`config.mk`:
```
export PLATFORM = sky130hd
export DESIGN_NAME = klein_decipher_flat
export DESIGN_NICKNAME = d
export VERILOG_FILES = /design/src/rtl/klein_pkg.sv /design/src/rtl/klein_decipher_if.sv /design/src/rtl/klein_key_unschedule.sv /design/src/rtl/klein_mixcolumn.sv /design/src/rtl/klein_sbox.sv /design/src/rtl/klein_decipher.sv /design/src/flat_wrapper.sv
export SDC_FILE = /design/constraint.sdc
export NUM_CORES = 1
export LEC_CHECK = 0
export CELL_PAD_IN_SITES_DETAIL_PLACEMENT = 0
export CELL_PAD_IN_SITES_GLOBAL_PLACEMENT = 1
export CORE_MARGIN = 2
export CORE_UTILIZATION = 40
export CTS_CLUSTER_DIAMETER = 120
export CTS_CLUSTER_SIZE = 30
export DETAILED_ROUTE_END_ITERATION = 16
export PLACE_DENSITY_LB_ADDON = 0.1
export RECOVER_POWER = 100
export SYNTH_ARGS = -nofsm -noshare
export SYNTH_HDL_FRONTEND = slang
export SYNTH_SLANG_ARGS = --single-unit
```
`constraint.sdc`:
```
create_clock -name iclk -period 8.9 [get_ports iclk]
set_input_delay 0.89 -clock iclk [delete_from_list [all_inputs] [get_ports iclk]]
set_output_delay 0.89 -clock iclk [all_outputs]
set_load 0.02 [all_outputs]
```
`src/rtl/klein_pkg.sv`:
```
// Shared KLEIN-64 types, round constants and byte/nibble helpers.
// Used by the cipher and decipher cores alike.
package klein_pkg;

  localparam int KLEIN_ROUNDS = 12;

  typedef logic [3:0]  round_t;
  typedef logic [0:63] blk_t;

  typedef enum logic [1:0] {
    IDLE,
    KEYEXP,
    DEC
  } fsm_e;

  function automatic logic [0:31] rotl8(
    input logic [0:31] w
  );
    return {w[8:31], w[0:7]};
  endfunction

  function automatic logic [0:31] rotr8(
    input logic [0:31] w
  );
    return {w[24:31], w[0:23]};
  endfunction

  function automatic blk_t rotl16(input blk_t s);
    return {s[16:63], s[0:15]};
  endfunction

  function automatic blk_t rotr16(input blk_t s);
    return {s[48:63], s[0:47]};
  endfunction

  function automatic logic [7:0] xt(
    input logic [7:0] b
  );
    return {b[6:0], 1'b0} ^ (b[7] ? 8'h1b : 8'h00);
  endfunction

  // GF(2^8) multiply by a 4-bit constant
  function automatic logic [7:0] gmul(
    input logic [7:0] b,
    input logic [3:0] c
  );
    logic [7:0] x2, x4, x8;
    x2 = xt(b);
    x4 = xt(x2);
    x8 = xt(x4);
    return (c[0] ? b  : 8'h00) ^
           (c[1] ? x2 : 8'h00) ^
           (c[2] ? x4 : 8'h00) ^
           (c[3] ? x8 : 8'h00);
  endfunction

  function automatic logic [0:31] mix_col(
    input logic [0:31] w,
    input bit          inv
  );
    logic [7:0]  b [4];
    logic [3:0]  c [4];
    logic [0:31] r;
    for (int k = 0; k < 4; k++)
      b[k] = w[8*k +: 8];
    c[0] = inv ? 4'd14 : 4'd2;
    c[1] = inv ? 4'd11 : 4'd3;
    c[2] = inv ? 4'd13 : 4'd1;
    c[3] = inv ? 4'd9  : 4'd1;
    for (int j = 0; j < 4; j++)
      r[8*j +: 8] = gmul(b[j], c[0]) ^
                    gmul(b[(j+1)%4], c[1]) ^
                    gmul(b[(j+2)%4], c[2]) ^
                    gmul(b[(j+3)%4], c[3]);
    return r;
  endfunction

endpackage

```
`src/rtl/klein_decipher_if.sv`:
```
// Request/response bundle of the KLEIN-64 decipher engine.
// master drives the request, slave returns the plaintext.
interface klein_decipher_if;
  import klein_pkg::*;

  logic istart;
  blk_t iblock;
  blk_t ikey;
  logic oready;
  logic obusy;
  blk_t oblock;

  modport master (
    output istart, iblock, ikey,
    input  oready, obusy, oblock
  );

  modport slave (
    input  istart, iblock, ikey,
    output oready, obusy, oblock
  );
endinterface

```
`src/rtl/klein_key_unschedule.sv`:
```
// Combinational inverse key schedule: K(r+1) -> K(r).
module klein_key_unschedule
  import klein_pkg::*;
(
  input  blk_t   key,
  input  round_t rc,
  output blk_t   prev
);
  logic [0:15] sb;
  blk_t        t;
  logic [0:31] l, r;

  genvar g;
  for (g = 0; g < 4; g++) begin : g_sb
    klein_sbox u_sb (
      .x (key[40 + 4*g +: 4]),
      .y (sb[4*g +: 4])
    );
  end

  always_comb begin
    t         = key;
    t[40:55]  = sb;
    t[16:23]  = t[16:23] ^ {4'h0, rc};
    l         = t[32:63] ^ t[0:31];
    r         = t[0:31];
    prev      = {rotr8(l), rotr8(r)};
  end
endmodule

```
`src/rtl/klein_mixcolumn.sv`:
```
// AES-style column mix on one 32-bit half of the state.
// iinv=1 selects the inverse matrix.
module klein_mixcolumn
  import klein_pkg::*;
#(
  parameter bit iinv = 1'b0
) (
  input  logic [0:31] x,
  output logic [0:31] y
);
  assign y = mix_col(x, iinv);
endmodule

```
`src/rtl/klein_sbox.sv`:
```
// KLEIN 4-bit S-box; an involution, so it serves both directions.
module klein_sbox (
  input  logic [3:0] x,
  output logic [3:0] y
);
  always_comb begin
    unique case (x)
      4'h0: y = 4'h7;
      4'h1: y = 4'h4;
      4'h2: y = 4'ha;
      4'h3: y = 4'h9;
      4'h4: y = 4'h1;
      4'h5: y = 4'hf;
      4'h6: y = 4'hb;
      4'h7: y = 4'h0;
      4'h8: y = 4'hc;
      4'h9: y = 4'h3;
      4'ha: y = 4'h2;
      4'hb: y = 4'h6;
      4'hc: y = 4'h8;
      4'hd: y = 4'he;
      4'he: y = 4'hd;
      4'hf: y = 4'h5;
    endcase
  end
endmodule

```
`src/rtl/klein_decipher.sv`:
```
// KLEIN-64 decryption engine: forward key expansion, then 12 inverse rounds.
// Define KLEIN_DECIPHER_KEY_CACHE_EN to skip key expansion on a repeated key.
module klein_decipher
  import klein_pkg::*;
(
  input logic             iclk,
  input logic             ireset,
  klein_decipher_if.slave bus
);
  localparam round_t LAST = round_t'(KLEIN_ROUNDS - 1);

  fsm_e   fsm, fsm_n;
  blk_t   st, st_n;
  blk_t   kst, kst_n;
  blk_t   oblk, oblk_n;
  round_t rnd, rnd_n, rc;
  logic   ready, ready_n;
  logic   hit;
  blk_t   cached_k12;

  logic [0:31] ka, kb, fa, fb;
  logic [0:15] ks_sb;
  blk_t        ks_next;

  assign rc = rnd + 4'd1;
  assign ka = rotl8(kst[0:31]);
  assign kb = rotl8(kst[32:63]);
  assign fa = kb ^ {20'h0, rc, 8'h0};
  assign fb = ka ^ kb;

  genvar g;
  for (g = 0; g < 4; g++) begin : g_ks_sb
    klein_sbox u_sb (
      .x (fb[8 + 4*g +: 4]),
      .y (ks_sb[4*g +: 4])
    );
  end

  assign ks_next = {fa, fb[0:7], ks_sb, fb[24:31]};

  blk_t kr, mixed, rot, sub, dec_next;

  klein_key_unschedule u_kus (
    .key  (kst),
    .rc   (rc),
    .prev (kr)
  );

  klein_mixcolumn #(.iinv(1'b1)) u_mix0 (
    .x (st[0:31]),
    .y (mixed[0:31])
  );

  klein_mixcolumn #(.iinv(1'b1)) u_mix1 (
    .x (st[32:63]),
    .y (mixed[32:63])
  );

  assign rot = rotr16(mixed);

  for (g = 0; g < 16; g++) begin : g_dp_sb
    klein_sbox u_sb (
      .x (rot[4*g +: 4]),
      .y (sub[4*g +: 4])
    );
  end

  assign dec_next = sub ^ kr;

`ifdef KLEIN_DECIPHER_KEY_CACHE_EN
  blk_t last_key;
  logic c_valid;

  // key is captured at accept; K12 only becomes valid once expansion ends
  always_ff @(posedge iclk or posedge ireset) begin
    if (ireset) begin
      last_key   <= '0;
      cached_k12 <= '0;
      c_valid    <= 1'b0;
    end else begin
      if (fsm == IDLE && bus.istart && !hit) begin
        last_key <= bus.ikey;
        c_valid  <= 1'b0;
      end
      if (fsm == KEYEXP && rnd == LAST) begin
        cached_k12 <= ks_next;
        c_valid    <= 1'b1;
      end
    end
  end

  assign hit = c_valid && (bus.ikey == last_key);
`else
  assign hit        = 1'b0;
  assign cached_k12 = '0;
`endif

  always_comb begin
    fsm_n   = fsm;
    st_n    = st;
    kst_n   = kst;
    rnd_n   = rnd;
    ready_n = ready;
    oblk_n  = oblk;
    unique case (fsm)
      IDLE: begin
        if (bus.istart) begin
          ready_n = 1'b0;
          oblk_n  = '0;
          if (hit) begin
            kst_n = cached_k12;
            st_n  = bus.iblock ^ cached_k12;
            rnd_n = LAST;
            fsm_n = DEC;
          end else begin
            kst_n = bus.ikey;
            st_n  = bus.iblock;
            rnd_n = '0;
            fsm_n = KEYEXP;
          end
        end
      end
      KEYEXP: begin
        kst_n = ks_next;
        rnd_n = rnd + 4'd1;
        if (rnd == LAST) begin
          st_n  = st ^ ks_next;
          rnd_n = LAST;
          fsm_n = DEC;
        end
      end
      DEC: begin
        st_n  = dec_next;
        kst_n = kr;
        rnd_n = rnd - 4'd1;
        if (rnd == '0) begin
          rnd_n   = '0;
          oblk_n  = dec_next;
          ready_n = 1'b1;
          fsm_n   = IDLE;
        end
      end
      default: fsm_n = IDLE;
    endcase
  end

  always_ff @(posedge iclk or posedge ireset) begin
    if (ireset) begin
      fsm   <= IDLE;
      st    <= '0;
      kst   <= '0;
      rnd   <= '0;
      ready <= 1'b0;
      oblk  <= '0;
    end else begin
      fsm   <= fsm_n;
      st    <= st_n;
      kst   <= kst_n;
      rnd   <= rnd_n;
      ready <= ready_n;
      oblk  <= oblk_n;
    end
  end

  assign bus.oready = ready;
  assign bus.obusy  = (fsm != IDLE);
  assign bus.oblock = oblk;
endmodule

```
`src/flat_wrapper.sv`:
```
// flat-port wrapper written by rule: the top's interface ports become plain ports
module klein_decipher_flat import klein_pkg::*;
  (iclk, ireset, bus_istart, bus_iblock, bus_ikey, bus_oready, bus_obusy, bus_oblock);
  klein_decipher_if bus_i ();
  input logic iclk;
  input logic ireset;
  input wire logic [$bits(bus_i.istart)-1:0] bus_istart;
  input wire logic [$bits(bus_i.iblock)-1:0] bus_iblock;
  input wire logic [$bits(bus_i.ikey)-1:0] bus_ikey;
  output wire logic [$bits(bus_i.oready)-1:0] bus_oready;
  output wire logic [$bits(bus_i.obusy)-1:0] bus_obusy;
  output wire logic [$bits(bus_i.oblock)-1:0] bus_oblock;
  assign bus_i.istart = bus_istart;
  assign bus_i.iblock = bus_iblock;
  assign bus_i.ikey = bus_ikey;
  assign bus_oready = bus_i.oready;
  assign bus_obusy = bus_i.obusy;
  assign bus_oblock = bus_i.oblock;
  klein_decipher u_core (.iclk(iclk), .ireset(ireset), .bus(bus_i));
endmodule
```
==> results.json <==
{
  "cts_tree": "built",
  "syn_to_final_growth_pct": 13.5,
  "relSlewSlack": -1.57,
  "initial_core_util": 0.403,
  "post_synth_num_cell_types": 65,
  "final_period_minus_worst_setup_slack_ps": 5960,
  "drv_cap": 6,
  "clk_pin_slew_ps": 80,
  "grt_max_degree": 92,
  "synthesis.area_um2": 20600,
  "rsz0062_at_grt": "no",
  "cp_data_required_time_ps": 9330,
  "grt_pass1_vias": 16700,
  "diodes": 0,
  "multi_input_area_um2": 14500,
  "avgSynthCellArea_um2": 9.27,
  "port_buffers": 196,
  "wl_met2_um": 34000,
  "regArea_um2": 4980,
  "hpwlAfterDp_um": 56400,
  "antenna_found_initial": 4,
  "cp.arrival_ps": 6390,
  "die_area_um2": 53300,
  "vias": 16900,
  "core_area_um2": 51100,
  "ys_seq_elements": 199,
  "cts_buffers": 17,
  "nets": 2492,
  "synth_edf_count": 0,
  "tns_ps": 0,
  "synth_nets": 2442,
  "grt-ovfl-total": 0,
  "cts_resized": 0,
  "crit_type": "flip-flop to flip-flop",
  "cts_hold_buf": 0,
  "yosysSeqAreaShare": 0.242,
  "status": "finished, violations left",
  "top_layer_used": "met4",
  "setup_viol": 0,
  "yosys_warnings": 0,
  "root_buffer": "clkbuf_16",
  "via_per_inst": 5.71,
  "m1WireLength_um": 34500,
  "ctsHtreeMaxLevel": 4,
  "wl_per_cell_um": 25.2,
  "drive_gt1_frac": 0.0561,
  "netlist.area_leader.share": 0.242,
  "hold_viol_final": 0,
  "worstSkewPairLatency_ps": 510,
  "fillers": 5050,
  "wl_um": 74700,
  "dp_cells": 2929,
  "syn_inst": 2218,
  "ys_top_cells_by_area": "dfrtp_1, xnor2_1, xnor3_1",
  "drc": 0,
  "synthFlopType": "dfrtp_1",
  "dieWidth_um": 231,
  "worstMarginPinSlew_ps": 3820,
  "synth.largest_area_cell": "dfrtp_1",
  "stdcell_count": 2960,
  "numClockSinks": 199,
  "ant_nets": 0,
  "rows": 83,
  "grt_pass1_wl_um": 112000,
  "post_cts_buffers": 0,
  "gp_congestion": 0.912,
  "fin_crit_sh": 0.670,
  "skew_ps": 13.8,
  "die_h_um": 231,
  "met3_length_um": 4220,
  "hp-class": "flip-flop to flip-flop",
  "fmax_mhz": 168,
  "path_max_fanout": 61,
  "first_pass_iters": 8,
  "grt.total_usage": 0.283,
  "critPathLaunchType": "flip-flop",
  "synth-async-reset-ratio": 1.00,
  "first_iter_violations": 1386,
  "cts_buffer_depth": 2,
  "io_pins": 197,
  "crit_path_end_kind": "flip-flop",
  "final_max_slew_viol_count": 295,
  "violations": "capacitance limit, slew limit"
}
==> Yosys cell counts, types with 8 or more instances <==
cell type / count
mux4_2: 36
mux2i_1: 60
xnor2_2: 10
mux2_2: 11
nor2_1: 113
clkbuf_1: 134
buf_2: 27
xnor3_1: 79
a21o_1: 10
o211ai_1: 33
a221oi_1: 55
a211oi_1: 14
nor3_1: 30
ha_1: 93
a31oi_1: 12
buf_1: 12
o21ai_1: 15
nand3_1: 20
o21ai_0: 136
inv_1: 86
or3_1: 44
nand2b_1: 8
dfrtp_1: 199
xnor2_1: 276
xor2_1: 162
xor3_1: 19
a21oi_1: 129
nand2_1: 243
o31ai_1: 62
==> final timing paths <==
kind / from / to / slack [ps] / cells after the start
max in group asynchronous: ireset / u_core.bus.oblock[37]$_DFFE_PP0P_ / 4600 / 3
min reg2reg: u_core.bus.oblock[54]$_DFFE_PP0P_ / u_core.bus.oblock[54]$_DFFE_PP0P_ / 470 / 2
max: u_core.fsm[1]$_DFFE_PP0P_ / u_core.st[59]$_DFFE_PP0P_ / 2940 / 8
min: u_core.bus.oblock[54]$_DFFE_PP0P_ / u_core.bus.oblock[54]$_DFFE_PP0P_ / 470 / 2
min in group asynchronous: ireset / u_core.bus.oblock[20]$_DFFE_PP0P_ / 1960 / 2
max reg2reg: u_core.fsm[1]$_DFFE_PP0P_ / u_core.st[59]$_DFFE_PP0P_ / 2940 / 8
==> kinds of logic after synthesis <==
family / share of synthesized area
AO/OA/AOI/OAI: 0.155
buffers and inverters: 0.0524
AND/OR/NAND/NOR: 0.101
XOR/XNOR: 0.318
adder cells (fa/ha/maj): 0.0571
multiplexers: 0.0746
flip-flops: 0.242
==> critical path, stage by stage (launching register included) <==
cell and delay [ps]:
dfrtp_1 440, inv_1 140, ha_1 1990, a21oi_4 10, buf_4 420, nand2_1 160, clkbuf_1 2100, o22ai_1 290
o22ai_1 280
==> cell usage in the layout (no fill, tap or decap), drive strengths merged, types with 63 or more instances in the layout <==
cell / instances
dlygate4sd3: 67
nor2: 113
inv: 92
ha: 93
dfrtp: 199
xnor2: 288
nand2: 243
o31ai: 63
o21ai: 151
xnor3: 80
a21oi: 129
clkdlybuf4s50: 129
xor2: 169
==> sequential cells by signal, indices dropped and copies added (netlist names) <==
name and count:
u_core.st 64, u_core.fsm 2, u_core.kst 64, u_core.rnd 4, u_core.bus.oblock 64, u_core.bus.oready 1
==> through the flow <==
| step | cell area [um^2] | worst slack (ps) | util | hold slack (ps) |
|---|---|---|---|---|
| detailed placement | 22800 | 4130 | 0.447 | 472 |
| finish | 23400 | 2940 | 0.457 | 475 |
| global placement | 22800 | 4260 | 0.447 | 465 |
| global route | 23400 | 2420 | 0.457 | 501 |
| CTS | 23400 | 4130 | 0.458 | 492 |
| floorplan | 20600 | 2580 | - | 508 |
==> per-layer routing <==
layer | up-vias | track usage
li1 | 7778 | -
met1 | 8429 | 0.406
met2 | 626 | 0.443
met3 | 78 | 0.0415
met4 | 0 | 0.0806
met5 | - | 0
==> area by class of cell <==
class / count / share of cell area
Clock buffer: 20 / 0.0196
Clock inverter: 11 / 0.00488
Inverter: 89 / 0.0144
Multi-Input combinational cell: 1749 / 0.623
Sequential cell: 199 / 0.213
Tap cell: 680 / 0.0364
Timing Repair Buffer: 212 / 0.0887
Power is not shown: default switching activity piles up to over one toggle a cycle in this logic, so the estimate is an artifact.
